### config.mk
export PLATFORM = sky130hd
export DESIGN_NAME = sram_burst_master
export DESIGN_NICKNAME = d
export VERILOG_FILES = /design/src/rtl/sram_burst_master.sv
export SDC_FILE = /design/constraint.sdc
export NUM_CORES = 1
export LEC_CHECK = 0
export ABC_AREA = 1
export BUFFER_PORTS_ARGS = -buffer_cell sky130_fd_sc_hd__buf_2
export CAP_MARGIN = 20
export CORE_ASPECT_RATIO = 1.25
export CORE_MARGIN = 2
export CORE_UTILIZATION = 60
export CTS_CLUSTER_DIAMETER = 80
export DETAILED_ROUTE_END_ITERATION = 10
export GPL_ROUTABILITY_DRIVEN = 0
export GPL_TIMING_DRIVEN = 0
export PLACE_DENSITY = 0.86
export REMOVE_ABC_BUFFERS = 1
export SLEW_MARGIN = 15
export SYNTH_ARGS = -nofsm -noshare
export SYNTH_HDL_FRONTEND = slang
export SYNTH_SLANG_ARGS = --single-unit
### constraint.sdc
create_clock -name clk -period 5.9 [get_ports clk]
set_clock_uncertainty 0.05 [all_clocks]
set_input_delay 0.885 -clock clk [delete_from_list [all_inputs] [get_ports clk]]
set_output_delay 0.885 -clock clk [all_outputs]
set_load 0.01 [all_outputs]
### src/rtl/sram_burst_master.sv
// Burst initiator for the single-port block RAM: streams write bytes in and
// read bytes out through a credit-limited return FIFO.
module sram_burst_master #(
  parameter int ADDR_W       = 14,
  parameter int READ_LATENCY = 1,
  parameter int FIFO_DEPTH   = 4
) (
  input  logic              clk,
  input  logic              reset,
  input  logic              cmd_valid,
  output logic              cmd_ready,
  input  logic              cmd_write,
  input  logic [ADDR_W-1:0] cmd_addr,
  input  logic [ADDR_W-1:0] cmd_len,
  input  logic              wr_valid,
  output logic              wr_ready,
  input  logic [7:0]        wr_data,
  output logic              rd_valid,
  input  logic              rd_ready,
  output logic [7:0]        rd_data,
  output logic              busy,
  output logic              mem_ce,
  output logic              mem_oce,
  output logic              mem_wre,
  output logic [ADDR_W-1:0] mem_ad,
  output logic [7:0]        mem_din,
  input  logic [7:0]        mem_dout
);

  localparam int PTR_W = $clog2(FIFO_DEPTH);
  localparam logic [PTR_W:0]   DEPTH_C  = (PTR_W+1)'(FIFO_DEPTH);
  localparam logic [PTR_W+1:0] DEPTH_CW = (PTR_W+2)'(FIFO_DEPTH);

  typedef enum logic [1:0] {IDLE, WRITE, READ, DRAIN} state_t;

  state_t            state, state_next;
  logic [ADDR_W-1:0] addr, remaining;
  logic              cmd_fire, wr_fire, issue;
  logic              has_credit;
  logic [PTR_W+1:0]  credit_used;

  logic [READ_LATENCY-1:0] tag;
  logic                    push;
  logic [PTR_W:0]          inflight;

  logic [7:0]       fifo_mem [FIFO_DEPTH];
  logic [PTR_W-1:0] wptr, rptr;
  logic [PTR_W:0]   fifo_count;
  logic             fifo_empty, fifo_full, pop, bypass, store, take;

  assign mem_oce     = 1'b1;
  assign busy        = (state != IDLE);
  assign credit_used = {1'b0, fifo_count} + {1'b0, inflight};
  assign has_credit  = (credit_used < DEPTH_CW);

  always_comb begin
    state_next = state;
    cmd_ready  = 1'b0;
    wr_ready   = 1'b0;
    issue      = 1'b0;
    case (state)
      IDLE: begin
        cmd_ready = 1'b1;
        if (cmd_valid) state_next = cmd_write ? WRITE : READ;
      end
      WRITE: begin
        wr_ready = 1'b1;
        if (wr_valid && (remaining == '0)) state_next = IDLE;
      end
      READ: begin
        if (has_credit) begin
          issue = 1'b1;
          if (remaining == '0) state_next = DRAIN;
        end
      end
      DRAIN: begin
        if (inflight == '0) state_next = IDLE;
      end
      default: state_next = IDLE;
    endcase
  end

  assign cmd_fire = cmd_valid && cmd_ready;
  assign wr_fire  = wr_valid && wr_ready;

  always_ff @(posedge clk) begin
    if (reset) begin
      state     <= IDLE;
      addr      <= '0;
      remaining <= '0;
      mem_ce    <= 1'b0;
      mem_wre   <= 1'b0;
      mem_ad    <= '0;
      mem_din   <= '0;
    end else begin
      state   <= state_next;
      mem_ce  <= 1'b0;
      mem_wre <= 1'b0;
      if (cmd_fire) begin
        addr      <= cmd_addr;
        remaining <= cmd_len;
      end
      if (wr_fire || issue) begin
        mem_ce  <= 1'b1;
        mem_wre <= wr_fire;
        mem_ad  <= addr;
        addr    <= addr + ADDR_W'(1);
        if (remaining != '0) remaining <= remaining - ADDR_W'(1);
      end
      if (wr_fire) mem_din <= wr_data;
    end
  end

  // Tag follows each read seen on the RAM port until its data appears on mem_dout.
  always_ff @(posedge clk) begin
    if (reset) begin
      tag <= '0;
    end else begin
      tag[0] <= mem_ce && !mem_wre;
      for (int unsigned i = 1; i < READ_LATENCY; i++) tag[i] <= tag[i-1];
    end
  end

  assign push = tag[READ_LATENCY-1];

  always_ff @(posedge clk) begin
    if (reset) begin
      inflight <= '0;
    end else if (issue && !push) begin
      inflight <= inflight + (PTR_W+1)'(1);
    end else if (push && !issue) begin
      inflight <= inflight - (PTR_W+1)'(1);
    end
  end

  // An empty FIFO presents the returning byte directly, so the first byte is
  // visible in the push cycle; a byte popped that same cycle is never stored.
  assign fifo_empty = (fifo_count == '0);
  assign fifo_full  = (fifo_count == DEPTH_C);
  assign rd_valid   = !fifo_empty || push;
  assign rd_data    = !fifo_empty ? fifo_mem[rptr] : (push ? mem_dout : '0);
  assign pop        = rd_valid && rd_ready;
  assign bypass     = push && fifo_empty && pop;
  assign store      = push && !bypass;
  assign take       = pop && !fifo_empty;

  always_ff @(posedge clk) begin
    if (store) fifo_mem[wptr] <= mem_dout;
  end

  always_ff @(posedge clk) begin
    if (reset) begin
      wptr       <= '0;
      rptr       <= '0;
      fifo_count <= '0;
    end else begin
      if (store) wptr <= wptr + PTR_W'(1);
      if (take)  rptr <= rptr + PTR_W'(1);
      if (store && !take)      fifo_count <= fifo_count + (PTR_W+1)'(1);
      else if (take && !store) fifo_count <= fifo_count - (PTR_W+1)'(1);
    end
  end

  always_ff @(posedge clk) begin
    if (!reset) assert (!(store && !take && fifo_full));
  end

endmodule

==> reports/results.ini, run 1 <==
[place]
port-buffer-count = 85
dp_cells = 771
hpwl_um = 7700

[routing]
dr.pass1.iters = 6
vias = 4361
vias_per_cell = 5.54
postRouteAntennaNets = 0
wire_per_inst_um = 14.1
drc_errors = 0
wirelength_um = 11100
drt_iter0_drc = 268

[floorplan]
pin_count = 87
dieHeight_um = 104
die_area_um2 = 8740
coreArea_um2 = 7790
row_count = 36
dieWidth_um = 84.0
initial_utilization = 0.616

[power]
max-vdd-ir-drop_mv = 0.260
power_leakage_uw = 0.00243
powerDensity_nw_per_um2 = 498

[worst_setup_path]
required_ps = 6170
crit_family = simple AND/OR/NAND/NOR gates
reg2reg_slack_ps = 2740
slowest_stage = nand2_2
arrival_ps = 3430
critPathMaxFanout = 38
r2r_start = state[0]
critical_path.cell_chain = inv_2 > nor2_2 > nand2_2 > nand2_2 > nand2_1 > inv_2 > o21ai_0 > nor2_1
reg2reg_depth = 8
end_kind = flop
regToRegEndpoint = remaining[12]
max_stage_delay_ps = 630
worstPathBufferInverterCount = 2
critPathKind = flop to flop
crit_path_start_kind = flop

[finish]
n_antenna_cell = 0
nets = 749
area_delta_synth_final_pct = 12.2
drive_gt1_frac = 0.162
layout.cells.non_filler = 787

[cts]
cts_sinks = 99
htree_levels = 3
clk_pin_slew_ps = 90
clockBufferDepth = 2
post_cts_buffers = 0
cts-root-buf = clkbuf_8
cts_hold_buffers = 0
cts_resized = 0
cts_buffers = 9
cts_tree = done
clk_latency_ps = 380

[sta]
post-route-period-util = 0.535
fmax_ghz = 0.317
whs_ps = 382
rsz0062_at_grt = no
setup_tns_ps = 0
setup_viol = 0
tightest_slew_ps = 825
relSlewSlack = 0.448
hold_viol_final = 0
report.final.slew_viol_count = 0
min_period_ps = 3160

[min_path]
hold_path_class = flop to flop
whs_endpoint = push
hold_depth = 1
worstHoldStart = mem_wre

[logic_synthesis]
ys_types = 32
syn-instance-count = 618
ys.flop_type = dfxtp_1
synth_area_per_cell_um2 = 7.77
async_flop_share = 0
ys.warnings.count = 0
ys_seq_area_frac = 0.479
synth_edf_count = 32
synthesis.area_um2 = 4800
synth_seq_cells = 99

[grt]
grt_pass1_vias = 4229
track_usage = 0.271
grt_pass1_wl_um = 19200
antenna_found_initial = 0
grt_max_degree = 44
grt_overflow = 0

[outcome]
outcome = complete, no violations

[flow_run]
drv_cap = 0

-- where the power goes --
part / total, uW / leakage (uW) / internal [uW] / switching, uW
Combinational: 1230 / 0.00149 / 429 / 797
Clock: 436 / 0.0000983 / 197 / 239
Sequential: 1020 / 0.000838 / 868 / 152
Total: 2680 / 0.00243 / 1490 / 1190
-- worst max path at each step --
stage                     startpoint             to  slack (ps)  cells after the start
after global placement      wr_valid  remaining[13]        2690                      8
after global routing        state[0]  remaining[12]        2440                      8
after detailed placement    wr_valid  remaining[12]        2680                      7
final                       state[0]  remaining[12]        2740                      8
after floorplan             wr_valid  remaining[13]        3610                      7
after CTS                   state[0]  remaining[12]        2750                      8
-- metal layers --
layer / GRT usage / up-vias / wire [um]
li1: - / 2175 / -
met2: 0.472 / 132 / 5770
met3: 0.0548 / 17 / 688
met4: 0.116 / 0 / 211
met5: 0 / - / 0
met1: 0.323 / 2037 / 4460
-- Yosys cell counts, types with 2 or more instances --
master,n,share of area
nor2_2,2,0.0026
xnor2_1,2,0.0036
inv_1,53,0.041
dfxtp_1,67,0.28
fa_1,2,0.0083
nand4_1,6,0.0078
edfxtp_1,32,0.20
nand3_1,39,0.041
inv_2,4,0.0031
a221o_1,8,0.017
nor2_1,77,0.060
a31oi_1,5,0.0065
a21oi_1,56,0.058
buf_6,4,0.0094
buf_4,2,0.0031
nor3_1,5,0.0052
nand2_2,2,0.0026
clkbuf_1,10,0.0078
buf_2,11,0.011
o21ai_0,52,0.054
xor2_1,10,0.018
ha_1,10,0.026
nand2_1,149,0.12
o21ai_1,2,0.0021
-- through the flow --
step	area (um^2)	utilization	worst slack [ps]	total power [uW]
after detailed placement	5190	0.667	2680	2250
after CTS	5390	0.691	2750	2680
after global placement	5190	0.667	2690	2200
final	5390	0.691	2740	2680
after global routing	5390	0.691	2440	2920
after floorplan	4650	-	3610	1870
-- flip-flops by register name, summed over array words and instances, names as in the netlist, named ones only --
name,flops
push,1
addr,14
mem_ce,1
state,2
wptr,2
rptr,2
remaining,14
inflight,3
fifo_count,3
mem_din,8
mem_wre,1
mem_ad,14
fifo_mem,32
-- area by class of cell --
type / count / area, um^2
inverter: 57 / 214
multi-input combinational: 435 / 2130
clock buffer: 10 / 128
tap: 95 / 119
clock inverter: 6 / 65.1
fill: 635 / 2410
sequential: 99 / 2300
timing repair buffer: 85 / 425
-- cells by family after synthesis --
| kind of cell | synth area share |
|---|---|
| compound gates | 0.143 |
| xor+xnor | 0.0219 |
| flops | 0.479 |
| mux | 0.00208 |
| buf+inv | 0.0763 |
| fa+ha+maj | 0.0344 |
| simple gates | 0.243 |
| other cells | 0.000781 |
-- placed cells by master (no fill, tap or decap) --
master / Yosys / routed
nand2_1: 149 / 149
nand4_1: 6 / 6
nor3_4: 1 / 1
ha_1: 10 / 10
nor2_4: 1 / 1
clkbuf_1: 10 / 1
nor2_1: 77 / 77
mux2i_1: 1 / 1
conb_1: 1 / 1
a221o_1: 8 / 8
a21oi_1: 56 / 56
clkinv_4: 0 / 2
o21ai_1: 2 / 2
clkbuf_8: 0 / 9
a31oi_1: 5 / 5
clkinv_2: 0 / 1
o21ai_0: 52 / 52
nor2_2: 2 / 2
o21ai_2: 1 / 1
o22ai_1: 1 / 1
clkinv_1: 0 / 1
inv_6: 0 / 1
bufinv_16: 0 / 1
nand3_1: 39 / 39
inv_1: 53 / 52
o21bai_1: 1 / 1
nand2_2: 2 / 2
inv_2: 4 / 5
edfxtp_1: 32 / 32
or2_2: 1 / 1
nor3_1: 5 / 5
buf_2: 11 / 85
dfxtp_1: 67 / 67
fa_1: 2 / 2
xor2_1: 10 / 10
xnor2_1: 2 / 2
(Power assumes the default switching activity.)
==> run 2, diff against run 1 <==
Settings changed: ABC_AREA 1 to 0, CORE_UTILIZATION 60 to 55, PLACE_DENSITY 0.86 to 0.81.
Clock period 5.9 ns to 3.13 ns, I/O delays scaled along.
==> reports/results.ini, run 2 <==
[logic_synthesis]
synth_top_area_share = 0.300
yosys-top-cells-area = dfxtp_1 (30%), edfxtp_1 (22%), nand2_1 (6.8%), a21oi_1 (5.3%), mux4_2 (4.0%)
synth_common_cells = nand2_1 (81), dfxtp_1 (67), a21oi_1 (47)
synth_top_cell_by_area = dfxtp_1
async_flop_share = 0
synth_area_per_cell_um2 = 9.75
synth_seq_cells = 99
ys_types = 59
ys.warnings.count = 0
ys.flop_type = dfxtp_1
yosysMostFrequentCell = nand2_1
syn-instance-count = 458
synth_edf_count = 32
ys_seq_area_frac = 0.516
synthesis.area_um2 = 4470

[worst_setup_path]
reg2reg_slack_ps = 550
arrival_ps = 2750
required_ps = 3300
critPathKind = flop to flop
reg2reg_depth = 6
critPathMaxFanout = 30
regToRegEndpoint = remaining[10]
critPathCapture = remaining[10]
r2r_start = inflight[2]
crit_path_start_kind = flop
end_kind = flop
cp-startpoint = inflight[2]

[sta]
min_period_ps = 2580
whs_ps = 281
relSlewSlack = 0.539
post-route-period-util = 0.823
tightest_slew_ps = 691
rsz0062_at_grt = no
hold_viol_final = 0
setup_tns_ps = 0
setup_viol = 0
report.final.slew_viol_count = 0
fmax_ghz = 0.388

[routing]
wl_met3_um = 406
wl_met2_um = 4890
vias = 3636
wirelength_um = 9390
dr.pass1.iters = 4
top_layer_used = met4
wire_per_inst_um = 14.9
drt-met1-wl_um = 3960
drt_iter0_drc = 188
vias_per_cell = 5.78
postRouteAntennaNets = 0
drc_errors = 0

[finish]
num-fill-cells = 649
multi_input_area_um2 = 2010
drive_gt1_frac = 0.232
final_cell_mix = buf_2 (84), nand2_1 (81), dfxtp_1 (67)
largest_register = fifo_mem
nets = 591
largest_reg_flops = 32
n_antenna_cell = 0
area_delta_synth_final_pct = 14.7
utilization = 0.653
final_common_cell = buf_2
seqCellArea_um2 = 2300

[place]
port-buffer-count = 85
hpwl_um = 6470

[grt]
antenna_found_initial = 0
track_usage = 0.215
grt_overflow = 0
grt_pass1_wl_um = 15600
grt_max_degree = 68
grt_pass1_vias = 3470

[cts]
clockBufferDepth = 2
cts_buffers = 9
cts-root-buf = clkbuf_8
cts_sinks = 99
htree_levels = 3
cts_tree = done
clk_latency_ps = 370
cts_hold_buffers = 0
cts_resized = 0
post_cts_buffers = 0
clk_pin_slew_ps = 100

[floorplan]
dieHeight_um = 105
dieWidth_um = 84.6
initial_utilization = 0.570
row_count = 36
pin_count = 87
die_area_um2 = 8860
coreArea_um2 = 7840

[power]
power_leakage_uw = 0.00195
switching_share = 0.361
intPower_uw = 2230
pwr-share-clk = 0.208
p_sw_uw = 1260
seqPwrFrac = 0.465
combPwrFrac = 0.327
max-vdd-ir-drop_mv = 0.495
powerDensity_nw_per_um2 = 680

[outcome]
outcome = complete, no violations

[flow_run]
drv_cap = 0

[min_path]
hold_path_class = input pin to flop
hold_depth = 1

-- run 2: through the flow --
step / area, um^2 / total power (uW) / std cells / worst slack [ps]
finish: 5120 / 3480 / 629 / 554
detailed placement: 4950 / 2790 / 613 / 574
floorplan: 4340 / 2390 / 431 / 170
global placement: 4890 / 2700 / 611 / -849
CTS: 5120 / 3510 / 629 / 542
global route: 5120 / 3710 / 629 / 376
-- run 2: worst min-delay path by stage --
stage | from | endpoint | slack [ps]
CTS | cmd_addr[1] | addr[1] | 270
global route | mem_dout[1] | fifo_mem[2][1] | 270
global placement | mem_wre | push | 360
floorplan | remaining[0] | remaining[0] | 390
finish | mem_dout[7] | fifo_mem[0][7] | 280
detailed placement | mem_wre | push | 360
-- run 2: power by group through the flow --
| stage | Sequential [uW] | Clock, uW | Combinational (uW) |
|---|---|---|---|
| final | 1620 | 724 | 1140 |
| after global routing | 1650 | 790 | 1270 |
| after CTS | 1620 | 743 | 1150 |
| after detailed placement | 1650 | 0 | 1140 |
| after global placement | 1640 | 0 | 1060 |
| after floorplan | 1620 | 0 | 770 |
-- run 2: final cells by class --
class | count | area share
Clock inverter | 6 | 0.00831
Clock buffer | 10 | 0.0249
Sequential cell | 99 | 0.450
Timing Repair Buffer | 87 | 0.0919
Multi-Input combinational cell | 319 | 0.393
Inverter | 13 | 0.00953
Tap cell | 95 | 0.0232
-- run 2: logic make-up (layout without fill, tap and decap cells) --
kind of cell,Yosys count,in the layout,share of synthesized area
muxes,12,12,0.0493
buffers and inverters,40,116,0.0384
DFF,99,99,0.516
adders and majority gates,12,12,0.0370
other,1,1,0.000840
and+or+nand+nor,179,179,0.198
xor gates and xnor gates,7,7,0.0137
AOI/OAI and AO/OA,108,108,0.147
-- run 2: critical path, stage by stage (launching register included) --
cell,delay (ps)
dfxtp_1,350
ha_1,310
nor3_2,290
a41o_2,630
nand3_1,300
o311ai_0,370
a31oi_1,120
-- run 2: routing by layer --
layer | vias up | GRT usage
li1 | 1796 | -
met1 | 1742 | 0.257
met2 | 88 | 0.376
met3 | 10 | 0.0466
met4 | 0 | 0.0771
met5 | - | 0
